### src/rtl/riscv_m_pkg.sv
// Shared RV32M definitions: funct3 codes, decode constants and FSM encodings.
package riscv_m_pkg;

  localparam logic [2:0] F3_MUL    = 3'b000;
  localparam logic [2:0] F3_MULH   = 3'b001;
  localparam logic [2:0] F3_MULHSU = 3'b010;
  localparam logic [2:0] F3_MULHU  = 3'b011;
  localparam logic [2:0] F3_DIV    = 3'b100;
  localparam logic [2:0] F3_DIVU   = 3'b101;
  localparam logic [2:0] F3_REM    = 3'b110;
  localparam logic [2:0] F3_REMU   = 3'b111;

  localparam logic [6:0] OPCODE_OP = 7'b0110011;
  localparam logic [6:0] FUNCT7_M  = 7'b0000001;

  typedef enum logic [1:0] {
    IDLE = 2'd0,
    CALC = 2'd1,
    MULW = 2'd2,
    DONE = 2'd3
  } m_state_e;

  function automatic logic op1_is_signed(input logic [2:0] f3);
    return (f3 == F3_MUL) || (f3 == F3_MULH) || (f3 == F3_MULHSU) ||
           (f3 == F3_DIV) || (f3 == F3_REM);
  endfunction

  function automatic logic op2_is_signed(input logic [2:0] f3);
    return (f3 == F3_MUL) || (f3 == F3_MULH) || (f3 == F3_DIV) || (f3 == F3_REM);
  endfunction

endpackage

### src/rtl/m_iter_datapath.sv
// One MSB-first iteration: shift-add multiply step or restoring-divide step.
// acc layout for divide: [63:32] partial remainder, [31:0] quotient being shifted in.
module m_iter_datapath (
  input  logic [63:0] acc_i,
  input  logic [31:0] a_i,
  input  logic [31:0] b_i,
  input  logic [4:0]  bit_idx_i,
  input  logic        is_div_i,
  output logic [63:0] acc_o
);

  logic [32:0] shifted;
  logic        ge;
  logic [31:0] rem_sub;

  always_comb begin
    shifted = {acc_i[63:32], a_i[bit_idx_i]};
    ge      = shifted >= {1'b0, b_i};
    // when ge holds the true difference is below b_i, so 32 bits suffice
    rem_sub = shifted[31:0] - b_i;
    acc_o   = {acc_i[62:0], 1'b0} + (b_i[bit_idx_i] ? {32'b0, a_i} : 64'b0);
    if (is_div_i) begin
      if (ge) acc_o = {rem_sub, acc_i[30:0], 1'b1};
      else    acc_o = {shifted[31:0], acc_i[30:0], 1'b0};
    end
  end

endmodule

### src/rtl/m_extension_unit.sv
// Multi-cycle RV32M execute unit (sign-magnitude iterative mul/div).
// FAST_MUL_EN: MUL family uses a single registered multiplier (IDLE->MULW->DONE).
module m_extension_unit
  import riscv_m_pkg::*;
#(
  parameter int XLEN  = 32,
  parameter int CNT_W = 6
) (
  input  logic            clk,
  input  logic            rst,
  input  logic            start,
  input  logic            flush,
  input  logic [31:0]     instruction,
  input  logic [XLEN-1:0] op1,
  input  logic [XLEN-1:0] op2,
  output logic            busy,
  output logic            ready,
  output logic            wr,
  output logic [4:0]      dest,
  output logic [XLEN-1:0] result
);

  m_state_e         state_q;
  logic [CNT_W-1:0] cnt_q;
  logic [31:0]      a_q, b_q;
  logic [63:0]      acc_q, acc_d;
  logic [2:0]       f3_q;
  logic [4:0]       rd_q;
  logic             neg_q, rneg_q, divz_q;
  logic             busy_q, ready_q, wr_q;
  logic [4:0]       dest_q;
  logic [31:0]      result_q;

  logic [2:0]  f3_in;
  logic [4:0]  rd_in;
  logic        s1, s2, accept;
  logic [31:0] a_in, b_in;
  logic [63:0] fin_src, prod;
  logic [31:0] quo, rem, result_d;
  logic        unused_instr;

  assign unused_instr = ^{instruction[31:15], instruction[6:0]};

  always_comb begin
    f3_in  = instruction[14:12];
    rd_in  = instruction[11:7];
    s1     = op1[31] & op1_is_signed(f3_in);
    s2     = op2[31] & op2_is_signed(f3_in);
    a_in   = s1 ? -op1 : op1;
    b_in   = s2 ? -op2 : op2;
    accept = start && !flush && ((state_q == IDLE) || (state_q == DONE));
  end

  m_iter_datapath u_step (
    .acc_i     (acc_q),
    .a_i       (a_q),
    .b_i       (b_q),
    .bit_idx_i (cnt_q[4:0]),
    .is_div_i  (f3_q[2]),
    .acc_o     (acc_d)
  );

  // Sign correction of the final magnitude, valid in the cycle that enters DONE.
  always_comb begin
    fin_src = acc_d;
`ifdef FAST_MUL_EN
    if (state_q == MULW) fin_src = {32'b0, a_q} * {32'b0, b_q};
`endif
    prod = neg_q ? -fin_src : fin_src;
    quo  = divz_q ? 32'hFFFF_FFFF : (neg_q ? -fin_src[31:0] : fin_src[31:0]);
    rem  = rneg_q ? -fin_src[63:32] : fin_src[63:32];
    case (f3_q)
      F3_MUL:           result_d = prod[31:0];
      F3_DIV, F3_DIVU:  result_d = quo;
      F3_REM, F3_REMU:  result_d = rem;
      default:          result_d = prod[63:32];
    endcase
  end

  always_ff @(posedge clk) begin
    if (rst) begin
      state_q  <= IDLE;
      cnt_q    <= '0;
      a_q      <= '0;
      b_q      <= '0;
      acc_q    <= '0;
      f3_q     <= '0;
      rd_q     <= '0;
      neg_q    <= 1'b0;
      rneg_q   <= 1'b0;
      divz_q   <= 1'b0;
      busy_q   <= 1'b0;
      ready_q  <= 1'b0;
      wr_q     <= 1'b0;
      dest_q   <= '0;
      result_q <= '0;
    end else begin
      ready_q <= 1'b0;
      wr_q    <= 1'b0;
      if (accept) begin
        a_q    <= a_in;
        b_q    <= b_in;
        acc_q  <= '0;
        cnt_q  <= CNT_W'(XLEN - 1);
        f3_q   <= f3_in;
        rd_q   <= rd_in;
        neg_q  <= s1 ^ s2;
        rneg_q <= s1;
        divz_q <= (op2 == '0);
        busy_q <= 1'b1;
        state_q <= CALC;
`ifdef FAST_MUL_EN
        if (!f3_in[2]) state_q <= MULW;
`endif
      end else begin
        case (state_q)
          CALC: begin
            if (flush) begin
              state_q <= IDLE;
              busy_q  <= 1'b0;
            end else begin
              acc_q <= acc_d;
              cnt_q <= cnt_q - 1'b1;
              if (cnt_q == '0) begin
                state_q  <= DONE;
                ready_q  <= 1'b1;
                wr_q     <= (rd_q != 5'd0);
                dest_q   <= rd_q;
                result_q <= result_d;
              end
            end
          end
          MULW: begin
            if (flush) begin
              state_q <= IDLE;
              busy_q  <= 1'b0;
            end else begin
              state_q  <= DONE;
              ready_q  <= 1'b1;
              wr_q     <= (rd_q != 5'd0);
              dest_q   <= rd_q;
              result_q <= result_d;
            end
          end
          DONE: begin
            state_q <= IDLE;
            busy_q  <= 1'b0;
          end
          default: begin
            state_q <= IDLE;
            busy_q  <= 1'b0;
          end
        endcase
      end
    end
  end

  assign busy   = busy_q;
  assign ready  = ready_q;
  assign wr     = wr_q;
  assign dest   = dest_q;
  assign result = result_q;

endmodule

### config.mk
export PLATFORM = sky130hd
export DESIGN_NAME = m_extension_unit
export DESIGN_NICKNAME = d
export VERILOG_FILES = /design/src/rtl/riscv_m_pkg.sv /design/src/rtl/m_iter_datapath.sv /design/src/rtl/m_extension_unit.sv
export SDC_FILE = /design/constraint.sdc
export NUM_CORES = 1
export LEC_CHECK = 0
export BUFFER_PORTS_ARGS = -buffer_cell sky130_fd_sc_hd__buf_2
export CORE_ASPECT_RATIO = 0.8
export CORE_MARGIN = 2
export CORE_UTILIZATION = 45
export DETAILED_ROUTE_END_ITERATION = 8
export GPL_TIMING_DRIVEN = 0
export PLACE_DENSITY = 0.63
export SETUP_SLACK_MARGIN = 0.5
export SLEW_MARGIN = 20
export SYNTH_ARGS = -nofsm -noshare
export SYNTH_HDL_FRONTEND = slang
export SYNTH_SLANG_ARGS = --single-unit
### constraint.sdc
create_clock -name clk -period 7.05 [get_ports clk]
set_input_delay 0.705 -clock clk [delete_from_list [all_inputs] [get_ports clk]]
set_output_delay 0.705 -clock clk [all_outputs]
set_load 0.005 [all_outputs]
==> results.sh, run 1 <==
export IMPL_start_util_pct=45.71
export IMPL_slew_headroom_pct=19.08
export IMPL_max_stage_delay_ns=0.94
export IMPL_worstPathRequired_ns=7.43
export IMPL_final_core_util_pct=54.24
export IMPL_final_hold_violation_count=0
export IMPL_use_met2_pct=56.65
export IMPL_ys_seq_elements=187
export IMPL_multi_input_area_um2=14190
export IMPL_die_w_um=227.8
export IMPL_synth_seq_area_share_pct=20.76
export IMPL_post_dp_hpwl_mm=66.76
export IMPL_hold_end="result[20]$_SDFFE_PP0P_"
export IMPL_cp_top_family="buffers and inverters"
export IMPL_critPathCaptureType="flip-flop"
export IMPL_synth_distinct_cells=108
export IMPL_power_mw=3.686
export IMPL_status="complete, no violations"
export IMPL_design_area_um2=21400
export IMPL_grt_pass1_vias=19428
export IMPL_pin_count=140
export IMPL_numCtsBuffers=17
export IMPL_clock_skew_ns=0.01834
export IMPL_die_height_um=183.0
export IMPL_overflow=0
export IMPL_critPathMostFrequentCell="buf_2"
export IMPL_grt_pass1_wl_mm=122.9
export IMPL_gp_congestion=1.009
export IMPL_dieArea_um2=41690
export IMPL_min_path_type="reg2reg"
export IMPL_nets=2875
export IMPL_drc=0
export IMPL_yosys_warnings=0
export IMPL_ant_nets=0
export IMPL_tns_ns=0
export IMPL_cts_tree="done"
export IMPL_routed_wl_mm=84.63
export IMPL_maxSlewViolCount=0
export IMPL_synthFlopType="dfxtp_1"
export IMPL_r2r_start="f3_q[2]$_SDFFE_PP0P_"
export IMPL_synth_nets=2667
export IMPL_diodes=0
export IMPL_dp_cells=3145
export IMPL_worst_skew_pair_late_latency_ns=0.49
export IMPL_hold_depth=2
export IMPL_power_density_nw_per_um2=172.3
export IMPL_numPortBuffers=114
export IMPL_cts_reportedPaths_clkPinSlew_ns=0.08
export IMPL_grt_max_degree=20
export IMPL_routed_via_count=21538
export IMPL_maxCapViolations=0
export IMPL_met3_usage_pct=9.779
export IMPL_r2r_slack_ns=0.08
export IMPL_syn_avg_cell_area_um2=7.226
export IMPL_core_area_um2=39440
export IMPL_synthesis_area_um2=18030
export IMPL_leakage_nw=7.903
export IMPL_worstHoldStart="result[20]$_SDFFE_PP0P_"
export IMPL_fin_crit_sh_pct=98.86
export IMPL_busiest_layer="met2"
export IMPL_fmax_mhz=143.5
export IMPL_grt_use_met1_pct=54.85
export IMPL_path_class="reg2reg"
export IMPL_reg2reg_depth=13
export IMPL_viasPerCell=6.623
export IMPL_critPathLaunchType="flip-flop"
export IMPL_syn_inst=2495
export IMPL_clk_path_buf_depth=2
export IMPL_cp_arrival_ns=7.35
export IMPL_drtIter0Drc=2839
export IMPL_routedWlPerCell_um=26.02
export IMPL_first_pass_iters=7
export IMPL_async_flop_share_pct=0
export IMPL_period_minus_slack_ns=6.970
export IMPL_antenna_found_initial=0
export IMPL_rsz0062_at_grt="false"
export IMPL_cp_max_fo=10
export IMPL_peakVddDrop_mv=0.1943
export IMPL_cts_sinks=187
export IMPL_grt_usage_pct=39.03
export IMPL_synth_edf_count=0
export IMPL_fillers=3941
export IMPL_std_cell_rows=65
export IMPL_cts_root_buffer_cell="clkbuf_16"
export IMPL_seq_area_um2=3749
export IMPL_crit_path_cell_trace="buf_2 -> buf_2 -> buf_2 -> buf_2 -> buf_1 -> clkbuf_1 -> clkbuf_1 -> buf_1 -> nor2_1 -> a221oi_1 -> xnor2_1 -> o21ai_0 -> o21ai_1"
export IMPL_worstMarginPinSlew_ns=1.209
export IMPL_cts_max_level=4
export IMPL_final_cells=3252
export IMPL_syn_to_final_growth_pct=18.67
export IMPL_setup_viol=0
export IMPL_drive_gt1_share_pct=18.08
export IMPL_timing_rr_end="result[31]$_SDFFE_PP0P_"
export IMPL_place_area_um2=19290
export IMPL_cp_slowest_cell="buf_1"
export IMPL_cp_num_buf_inv=8
## per-layer routing
layer  vias to the layer above  share of wire [%]  routed length [µm]
met5                         -               0.14                 116
met4                         2                3.9                3291
met3                       191                 11                9697
met2                      1316                 41               34630
met1                     10399                 44               36890
li1                       9630                  -                   -
## state kept, by name, indices dropped and copies added (netlist names), 2 cells and up
register	count
a_q	32
acc_q	64
rd_q	5
cnt_q	6
b_q	32
result	32
f3_q	3
dest	5
state_q	2
## how the worst max path moves through the flow
stage	endpoint	slack (ns)	from	cells after the start
2_1_floorplan	result[26]$_SDFFE_PP0P_	1.43	cnt_q[0]$_SDFFE_PP0P_	25
4_1_cts	result[28]$_SDFFE_PP0P_	0.50	cnt_q[0]$_SDFFE_PP0P_	23
5_1_grt	result[19]$_SDFFE_PP0P_	0.42	cnt_q[0]$_SDFFE_PP0P_	23
3_5_place_dp	result[26]$_SDFFE_PP0P_	-1.00	cnt_q[1]$_SDFFE_PP0P_	27
6_report	result[31]$_SDFFE_PP0P_	0.08	f3_q[2]$_SDFFE_PP0P_	13
3_3_place_gp	result[26]$_SDFFE_PP0P_	-1.0	cnt_q[1]$_SDFFE_PP0P_	27
## tightest hold or removal path, cell delays in order (launching register included)
cell     delay, ns
dfxtp_1       0.31
nand2_1       0.05
nand2_1       0.04
## synth_stat cells (15+ instances only)
library cell / count / area, µm²
nand2_1: 313 / 1175
xnor2_1: 70 / 613.1
a221oi_1: 15 / 131.4
a21oi_1: 216 / 1081
buf_1: 15 / 56.30
nor4_1: 27 / 168.9
nand4_1: 50 / 312.8
ha_1: 70 / 875.8
inv_1: 66 / 247.7
a21o_1: 24 / 180.2
buf_2: 36 / 180.2
nand3_1: 47 / 235.2
mux4_2: 16 / 360.4
a22oi_1: 15 / 112.6
and3_1: 33 / 206.5
o211ai_1: 27 / 202.7
o21ai_0: 150 / 750.7
nand2b_1: 15 / 93.84
o21a_1: 17 / 127.6
nor3_1: 53 / 265.3
a311oi_1: 19 / 166.4
dfxtp_1: 187 / 3744
clkbuf_1: 106 / 397.9
xor2_1: 89 / 779.5
a211oi_1: 94 / 705.7
or4_1: 23 / 172.7
or3_1: 41 / 256.5
nor2_1: 265 / 994.7
and2_1: 51 / 319.1
a31oi_1: 30 / 187.7
o31ai_1: 30 / 225.2
mux2i_1: 35 / 350.3
## layout make-up
| class | instances | share of cell area, % |
|---|---|---|
| clock buffer | 17 | 1.988 |
| multi-input combinational | 2076 | 66.32 |
| buffer | 165 | 3.591 |
| clock inverter | 15 | 0.7193 |
| tap | 536 | 3.135 |
| inverter | 67 | 1.175 |
| timing repair buffer | 189 | 5.556 |
| sequential | 187 | 17.52 |
## logic make-up (layout without fill, tap and decap cells)
kind of cell | Yosys count | count (layout) | synth area share [%]
and+or+nand+nor | 995 | 995 | 27.09
AOI/OAI and AO/OA | 790 | 790 | 29.58
buffers and inverters | 232 | 453 | 5.260
DFF | 187 | 187 | 20.76
xor gates and xnor gates | 159 | 159 | 7.724
adders and majority gates | 72 | 72 | 5.080
muxes | 60 | 60 | 4.504
## report_power, final
| group | internal (mW) | switching [mW] | total [mW] |
|---|---|---|---|
| clock network | 0.473 | 0.551 | 1.02 |
| registers | 1.11 | 0.0528 | 1.16 |
| logic | 0.527 | 0.971 | 1.50 |
## metrics by stage
stage          setup slack [ns]  hold WS, ns
2_1_floorplan             1.427       0.4345
3_3_place_gp            -0.9983       0.4210
3_5_place_dp             -1.004       0.4239
4_1_cts                  0.4995       0.4366
5_1_grt                  0.4174       0.4516
6_report                0.08032       0.4355
## repair_timing
| item | in CTS | in global routing |
|---|---|---|
| setup buffers | 21 | 53 |
| gates resized for setup | 62 | 168 |
| pin swaps | 15 | 54 |
| endpoints found under the setup margin | 33 | 32 |
| hold buffers | 0 | 0 |
| gates cloned | 0 | 1 |
## placed cells by master, fill, tap and decap left out, types with 27 or more instances in the layout
cell,count
nand2_1,311
nor2_1,256
a21oi_1,191
dfxtp_1,185
buf_2,146
o21ai_0,130
clkbuf_1,97
xor2_1,89
a211oi_1,87
buf_4,78
xnor2_1,70
inv_1,66
ha_1,59
nand4_1,50
nor3_1,50
and2_1,48
nand3_1,46
or3_1,39
and3_1,33
mux2i_1,28
o211ai_1,27
o21ai_1,27
Power figures use the tool's default switching activity.
==> run 2, diff against run 1 <==
Clock period 7.05 ns to 7.6 ns, I/O delays scaled along.
==> run 2 against run 1 <==
Net effect:
- sequential cell count is the same
- critical path depth grew 11
- clock-buffer cell count is the same
- die area is the same
- largest power group unchanged
==> results.sh, run 2 (synthesis results as in run 1) <==
export IMPL_final_core_util_pct=51.31
export IMPL_drtIter0Drc=2801
export IMPL_sw_frac_of_total_pct=42.88
export IMPL_cts_tree="done"
export IMPL_first_pass_iters=6
export IMPL_die_height_um=183.0
export IMPL_period_minus_slack_ns=6.966
export IMPL_maxCapViolations=0
export IMPL_nets=2814
export IMPL_worstPathRequired_ns=7.97
export IMPL_routed_via_count=21239
export IMPL_fillers=4055
export IMPL_overflow=0
export IMPL_timing_rr_end="result[28]$_SDFFE_PP0P_"
export IMPL_top_register="acc_q"
export IMPL_rsz0062_at_grt="false"
export IMPL_routed_wl_mm=83.22
export IMPL_fmax_mhz=143.6
export IMPL_post_dp_hpwl_mm=66.76
export IMPL_grt_max_degree=20
export IMPL_start_util_pct=45.71
export IMPL_p_seq_share_pct=32.4
export IMPL_cts_root_buffer_cell="clkbuf_16"
export IMPL_routedWlPerCell_um=26.08
export IMPL_cts_max_level=4
export IMPL_worstHoldStart="result[20]$_SDFFE_PP0P_"
export IMPL_postCtsHoldBufs=0
export IMPL_r2r_start="cnt_q[1]$_SDFFE_PP0P_"
export IMPL_clock_skew_ns=0.01687
export IMPL_final_cell_mix="313 x nand2_1, 263 x nor2_1, 209 x a21oi_1"
export IMPL_hold_end="result[20]$_SDFFE_PP0P_"
export IMPL_critPathLaunchType="flip-flop"
export IMPL_setup_viol=0
export IMPL_worstMarginPinSlew_ns=1.121
export IMPL_numPortBuffers=114
export IMPL_holdWs_ns=0.4353
export IMPL_p_int_mw=1.899
export IMPL_hold_depth=2
export IMPL_largest_reg_flops=64
export IMPL_fin_crit_sh_pct=91.65
export IMPL_reg2reg_depth=24
export IMPL_status="complete, no violations"
export IMPL_path_class="reg2reg"
export IMPL_drive_gt1_share_pct=12.84
export IMPL_numCtsBuffers=17
export IMPL_diodes=0
export IMPL_leakage_nw=7.511
export IMPL_final_common_cell="nand2_1"
export IMPL_die_w_um=227.8
export IMPL_cp_arrival_ns=7.33
export IMPL_final_hold_violation_count=0
export IMPL_grt_pass1_wl_mm=122.0
export IMPL_p_switching_mw=1.426
export IMPL_grt_usage_pct=38.80
export IMPL_min_path_type="reg2reg"
export IMPL_pin_count=140
export IMPL_gp_congestion=1.009
export IMPL_slew_headroom_pct=23.11
export IMPL_critPathCaptureType="flip-flop"
export IMPL_cts_reportedPaths_clkPinSlew_ns=0.08
export IMPL_r2r_slack_ns=0.63
export IMPL_cts_sinks=187
export IMPL_drc=0
export IMPL_syn_to_final_growth_pct=12.26
export IMPL_std_cell_rows=65
export IMPL_p_comb_share_pct=39.1
export IMPL_core_area_um2=39440
export IMPL_seq_area_um2=3745
export IMPL_worst_skew_pair_late_latency_ns=0.49
export IMPL_cp_max_fo=10
export IMPL_dieArea_um2=41690
export IMPL_multi_input_area_um2=13600
export IMPL_ant_nets=0
export IMPL_power_density_nw_per_um2=164.3
export IMPL_peakVddDrop_mv=0.1784
export IMPL_clock_power_share_pct=28.5
export IMPL_clk_path_buf_depth=2
export IMPL_grt_pass1_vias=19240
export IMPL_viasPerCell=6.656
export IMPL_maxSlewViolCount=0
export IMPL_antenna_found_initial=0
run 2: cell types whose count changed in the layout (fill, tap and decap cells not counted), sizes merged:
cell	change
buf	-64
clkbuf	+3
run 2: worst max-delay path by stage:
stage                                     start  depth (start not counted)                 endpoint  slack [ns]
after floorplan           cnt_q[0]$_SDFFE_PP0P_                         25  result[26]$_SDFFE_PP0P_        1.98
after global placement    cnt_q[1]$_SDFFE_PP0P_                         27  result[26]$_SDFFE_PP0P_       -0.45
after detailed placement  cnt_q[1]$_SDFFE_PP0P_                         27  result[26]$_SDFFE_PP0P_       -0.45
after CTS                 cnt_q[0]$_SDFFE_PP0P_                         23  result[26]$_SDFFE_PP0P_        0.48
after global routing      cnt_q[1]$_SDFFE_PP0P_                         24  result[28]$_SDFFE_PP0P_        0.47
final                     cnt_q[1]$_SDFFE_PP0P_                         24  result[28]$_SDFFE_PP0P_        0.63
run 2: cell type report:
cell class / count / area share [%]
Buffer: 165 / 3.548
Sequential cell: 187 / 18.50
Clock buffer: 17 / 2.102
Timing Repair Buffer: 128 / 3.338
Multi-Input combinational cell: 2076 / 67.19
Clock inverter: 15 / 0.7603
Inverter: 67 / 1.243
Tap cell: 536 / 3.313
run 2: what timing repair did:
action                                  4_1_cts  5_1_grt
resized for setup                            16       54
pin swaps                                     2       11
buffers inserted                              3       11
cloned                                        0        0
endpoints found under the setup margin       30       32
run 2: power groups by stage:
stage	registers, mW	logic (mW)	clock network [mW]
3_3_place_gp	1.10	1.20	0
4_1_cts	1.08	1.22	0.942
6_report	1.08	1.30	0.946
5_1_grt	1.08	1.38	0.973
3_5_place_dp	1.10	1.21	0
2_1_floorplan	1.08	0.815	0
run 2: per-layer routing:
layer	GRT usage [%]	vias to the layer above	share of wire, %
met5	0	-	0
met4	16.39	0	4.1
li1	-	9511	-
met3	9.904	189	12
met2	56.05	1311	40
met1	54.44	10228	43
run 2: metrics by stage:
step                      cells  setup slack (ns)  total power [mW]  instance area [µm²]  setup TNS [ns]
after floorplan            2495             1.977             1.896                18030               0
after global placement     3145           -0.4483             2.294                19270          -2.691
after detailed placement   3145           -0.4535             2.307                19290          -1.410
after CTS                  3180            0.4850             3.238                19950               0
after global routing       3191            0.4695             3.434                20240               0
final                      3191            0.6345             3.325                20240               0
run 2: critical path, cell delays in order (launching register included):
cell	delay (ns)
dfxtp_1	0.30
buf_4	0.21
buf_4	0.22
nor2_1	0.32
a22oi_1	0.16
nand4b_1	0.13
and3_4	0.27
clkbuf_2	0.21
and2_1	0.20
ha_1	0.24
inv_1	0.07
fa_1	0.41
nand2b_1	0.21
a21o_1	0.21
a211oi_2	0.57
o2111ai_1	0.45
a31oi_1	0.48
xnor2_1	0.26
a22oi_2	0.28
nor3_1	0.43
nand3_1	0.22
clkbuf_2	0.29
o211ai_1	0.22
nand4_1	0.13
a221oi_1	0.36
